`config.mk`:
```
export PLATFORM = sky130hd
export DESIGN_NAME = seq_mul8
export DESIGN_NICKNAME = d
export VERILOG_FILES = /design/src/rtl/mul8_pkg.sv /design/src/rtl/myadd8.sv /design/src/rtl/seq_mul8.sv
export SDC_FILE = /design/constraint.sdc
export NUM_CORES = 1
export LEC_CHECK = 0
export BUFFER_PORTS_ARGS = -buffer_cell sky130_fd_sc_hd__buf_4
export CAP_MARGIN = 20
export CORE_UTILIZATION = 36
export DETAILED_ROUTE_END_ITERATION = 7
export GPL_TIMING_DRIVEN = 0
export MAX_ROUTING_LAYER = met4
export SLEW_MARGIN = 20
export SYNTH_ARGS = -nofsm -noshare
export SYNTH_HDL_FRONTEND = slang
export SYNTH_HIERARCHICAL = 1
export SYNTH_SLANG_ARGS = --single-unit
```
`constraint.sdc`:
```
create_clock -name clk -period 4.8 [get_ports clk]
set_input_delay 0.48 -clock clk [delete_from_list [all_inputs] [get_ports clk]]
set_output_delay 0.48 -clock clk [all_outputs]
set_load 0.03 [all_outputs]
```
`src/rtl/mul8_pkg.sv`:
```
// Shared types and constants for the sequential 8x8 multiplier.
package mul8_pkg;

    localparam int WIDTH = 8;
    localparam int PW    = 2 * WIDTH;

    // Count value of the final add/shift step.
    localparam logic [2:0] STEP_LAST = 3'd7;

    typedef enum logic [1:0] {
        IDLE = 2'd0,
        RUN  = 2'd1,
        DONE = 2'd2
    } state_t;

endpackage

```
`src/rtl/myadd8.sv`:
```
// Combinational 8-bit ripple adder with carry in and carry out.
module myadd8 (
    input  logic [7:0] x,
    input  logic [7:0] y,
    input  logic       cin,
    output logic [7:0] s,
    output logic       cout
);

    // Single 9-bit add; the top bit is the carry out.
    always_comb begin
        {cout, s} = {1'b0, x} + {1'b0, y} + {8'd0, cin};
    end

endmodule

```
`src/rtl/seq_mul8.sv`:
```
// Sequential unsigned shift-and-add multiplier: one add/shift step per clock,
// eight steps per product, registered product with a one-cycle done pulse.
module seq_mul8
    import mul8_pkg::*;
#(
    parameter int WIDTH = mul8_pkg::WIDTH
) (
    input  logic                 clk,
    input  logic                 rst,
    input  logic                 start,
    input  logic [WIDTH-1:0]     x,
    input  logic [WIDTH-1:0]     y,
    output logic                 busy,
    output logic                 done,
    output logic [2*WIDTH-1:0]   p
);

    localparam int CNT_W = $clog2(WIDTH);

    state_t             state;
    logic [WIDTH-1:0]   a;      // upper partial product
    logic [WIDTH-1:0]   m;      // captured multiplicand
    logic [WIDTH-1:0]   q;      // multiplier, shifted out as product low half
    logic [CNT_W-1:0]   cnt;

    logic [WIDTH-1:0]   sum;
    logic               cout;
    logic               c_n;    // adder carry; must survive into A[7] on shift
    logic [WIDTH-1:0]   a_n;
    logic [WIDTH-1:0]   a_sh;
    logic [WIDTH-1:0]   q_sh;

    myadd8 u_add (
        .x    (a),
        .y    (m),
        .cin  (1'b0),
        .s    (sum),
        .cout (cout)
    );

    // Conditional add of M, then shift {C,A,Q} right by one.
    always_comb begin
        c_n  = 1'b0;
        a_n  = a;
        if (q[0]) begin
            c_n = cout;
            a_n = sum;
        end
        a_sh = {c_n, a_n[WIDTH-1:1]};
        q_sh = {a_n[0], q[WIDTH-1:1]};
    end

    // Control FSM, step counter, datapath registers and registered outputs.
    always_ff @(posedge clk) begin
        if (rst) begin
            state <= IDLE;
            busy  <= 1'b0;
            done  <= 1'b0;
            p     <= '0;
            a     <= '0;
            m     <= '0;
            q     <= '0;
            cnt   <= '0;
        end else begin
            case (state)
                IDLE: begin
                    done <= 1'b0;
                    if (start) begin
                        a     <= '0;
                        m     <= x;
                        q     <= y;
                        cnt   <= '0;
                        busy  <= 1'b1;
                        state <= RUN;
                    end
                end
                RUN: begin
                    a   <= a_sh;
                    q   <= q_sh;
                    cnt <= cnt + 1'b1;
                    if (cnt == CNT_W'(STEP_LAST)) begin
                        // Whole product lands in one edge; p never shows a partial value.
                        p     <= {a_sh, q_sh};
                        done  <= 1'b1;
                        state <= DONE;
                    end
                end
                DONE: begin
                    done  <= 1'b0;
                    busy  <= 1'b0;
                    state <= IDLE;
                end
                default: begin
                    done  <= 1'b0;
                    busy  <= 1'b0;
                    state <= IDLE;
                end
            endcase
        end
    end

endmodule

```
==> impl_metrics.py <==
metrics = {
    "worst_setup_path": {
        "critPathMostFrequentCell": "fa_1",
        "cp-start-kind": "flip-flop",
        "worstPathArrival_ns": 2.39,
        "crit_type": "reg -> reg",
        "cp_cell_sequence": "fa_1, fa_1, a21oi_1, o21a_1, xnor2_1, mux2i_1, a211oi_1",
        "slowest_delay_ns": 0.46,
        "critPathCaptureType": "flip-flop",
        "path_max_fanout": 2,
        "worstPathRequired_ns": 5.03,
        "cp_slowest_cell": "fa_1",
    },
    "flow_run": {
        "max_cap_violations": 0,
    },
    "synthesis": {
        "synthesis.area_sq_mm": 0.002176,
        "synth_cells": 242,
        "synth_ff_type": "dfxtp_1",
        "async_reset_ff_share_pct": 0,
        "synth_seq_area_share_pct": 43.24,
        "syn_nets": 272,
        "synth_seq_cells": 47,
        "synth-warning-count": 6,
        "synth_edf_count": 0,
        "avgSynthCellArea_sq_um": 8.991,
        "synth_cell_types": 47,
    },
    "timing": {
        "max_freq_mhz": 461.2,
        "layout_min_cycle_time_ns": 2.168,
        "hold_viol": 0,
        "rsz0062_at_grt": "no",
        "period_share_pct": 45.17,
        "setup_tns_ns": 0,
        "hold_ws_ns": 0.4183,
        "finalClockSkew_ns": 0.01025,
        "maxSlewHeadroom_pct": 61.09,
        "slew_violations": 0,
        "layout_setup_ws_ns": 2.632,
        "worst_pin_slew_ns": 0.5836,
        "setup_viol_count_final": 0,
    },
    "die": {
        "fp.dieArea_sq_mm": 0.006359,
        "io_pins": 37,
        "core-area_sq_mm": 0.005675,
        "rows": 27,
        "initial_utilization_pct": 38.34,
        "die_h_microns": 79.75,
        "dieWidth_microns": 79.75,
    },
    "pwr": {
        "switching_power_mw": 0.1978,
        "p_int_mw": 0.6558,
        "vdd_drop_max_v": 0.0001347,
        "swShare_pct": 23.17,
        "power_frac_seq_pct": 48.4,
        "cellLeakagePower_nw": 1.107,
        "p_clk_share_pct": 40.2,
        "p_comb_share_pct": 11.4,
        "power.density_mw_per_mm2": 319.8,
    },
    "cells_and_area": {
        "area_delta_synth_final_pct": 22.66,
        "fillerInstances": 570,
        "nets": 315,
        "multi_input_area_sq_mm": 0.001124,
        "most-common-layout-cells": "dfxtp_1 (47), buf_4 (38), nand2_1 (33)",
        "drive_gt1_share_pct": 20.98,
        "final_common_cell": "dfxtp_1",
        "seq_area_sq_um": 940.9,
        "num_antenna_cells": 0,
    },
    "clocking": {
        "clkLatencyLatePin_ns": 0.30,
        "cts_buffers": 5,
        "cts_tree": "yes",
        "clock_sinks": 47,
        "cts-resized-gates": 0,
        "clk_path_buf_depth": 2,
        "hold_buffers": 0,
        "post_cts_buffers": 0,
        "root_buffer": "clkbuf_8",
        "htreeDepth": 2,
        "clk_pin_slew_worst_paths_ns": 0.09,
    },
    "route": {
        "first_iter_violations": 70,
        "routed_via_density": 5.081,
        "drtPass1Iterations": 4,
        "detail-route-antenna-nets": 0,
        "wl_microns": 4981,
        "wl_per_cell_microns": 13.91,
        "drc": 0,
        "vias": 1819,
    },
    "grt": {
        "antenna_found_initial": 0,
        "grt_overflow_total": 0,
        "use_met1_pct": 22.72,
        "grt_pass1_wl_microns": 8397,
        "globalRouteMet2Util_pct": 27.44,
        "busiest_layer": "met2",
        "grt_max_degree": 15,
        "track_usage_pct": 17.79,
        "grt_pass1_vias": 1753,
        "use_met3_pct": 4.114,
    },
    "status": {
        "outcome": "finished clean",
    },
    "placed_design": {
        "gp_congestion": 0.8118,
        "pre_cts_slack_ns": 2.633,
        "io_buffers": 36,
        "dp_hpwl_microns": 3622,
    },
    "worst_hold_path": {
        "hold_class": "in -> reg",
    },
}
## worst max-delay path: cells and delay by family (launching register included)
family / cells / cell delay (ns)
flip-flops: 1 / 0.34
AO/OA/AOI/OAI: 3 / 0.63
adder cells (fa/ha/maj): 2 / 0.88
XOR/XNOR: 1 / 0.12
multiplexers: 1 / 0.13
## per-stage QoR
step / std cells / utilization, % / instance area (sq um) / power, mW
floorplan: 242 / - / 2176 / 0.4871
global placement: 350 / 44.69 / 2536 / 0.5187
detailed placement: 350 / 44.69 / 2536 / 0.5191
CTS: 358 / 47.02 / 2669 / 0.8641
global route: 358 / 47.02 / 2669 / 0.8911
finish: 358 / 47.02 / 2669 / 0.8536
## final timing paths
path	startpoint	end	slack, ns	depth (start not counted)
setup / recovery	m[0]	p[13]	2.63	7
hold / removal	x[6]	m[6]	0.42	3
hold reg to reg	p[3]	p[3]	0.46	2
setup reg to reg	m[0]	p[13]	2.63	7
## cells in the mapped netlist (all sizes together), types with 2 or more instances
master	instances	area, sq um
dfxtp	47	940.9
nand2	33	123.9
nor2	29	111.4
a21oi	23	118.9
buf	12	83.82
ha	9	112.6
mux2i	9	90.09
nor3	9	45.04
a211oi	8	60.06
nor4	8	50.05
o2bb2ai	6	52.55
inv	4	15.01
clkbuf	3	12.51
nand2b	3	18.77
nand3	3	15.01
nor2b	3	18.77
a21o	2	15.01
a22o	2	17.52
a311o	2	20.02
and3b	2	17.52
fa	2	40.04
nand3b	2	15.01
o21a	2	15.01
o21ai	2	10.01
o21ba	2	20.02
xnor2	2	17.52
xor2	2	17.52
## cells by family (layout without fill, tap and decap cells)
logic type | Yosys count | in the layout | share of synthesized area (%)
flops | 47 | 47 | 43.24
xor+xnor | 4 | 4 | 1.610
other cells | 1 | 1 | 0.1723
buf+inv | 19 | 63 | 5.117
compound gates | 54 | 54 | 17.19
mux | 9 | 9 | 4.140
simple gates | 97 | 97 | 21.51
fa+ha+maj | 11 | 11 | 7.016
## registers in the layout, summed over array words and instances, names as in the netlist
signal	count
a	8
q	8
done	1
state	2
busy	1
p	16
cnt	3
m	8
## power groups by stage
| stage | Clock, mW | Sequential (mW) | Combinational, mW |
|---|---|---|---|
| 6_report | 0.343 | 0.413 | 0.0973 |
| 5_1_grt | 0.368 | 0.415 | 0.108 |
| 4_1_cts | 0.353 | 0.413 | 0.0977 |
| 3_5_place_dp | 0 | 0.422 | 0.0970 |
| 3_3_place_gp | 0 | 0.422 | 0.0967 |
| 2_1_floorplan | 0 | 0.421 | 0.0661 |
## layer usage
layer,routed length [microns],up-vias,share of wire (%)
li1,-,943,-
met1,2444,830,49
met2,2220,40,45
met3,244,6,4.9
met4,72,0,1.4
met5,0,-,0
## layout make-up
type,count,area share (%)
buffer,15,3.610
clock buffer,6,2.719
clock inverter,2,2.250
inverter,4,0.5626
multi-input combinational,176,42.10
sequential,47,35.26
tap,72,3.376
timing repair buffer,36,10.13
Note: power is estimated with default switching activity, not from simulation.
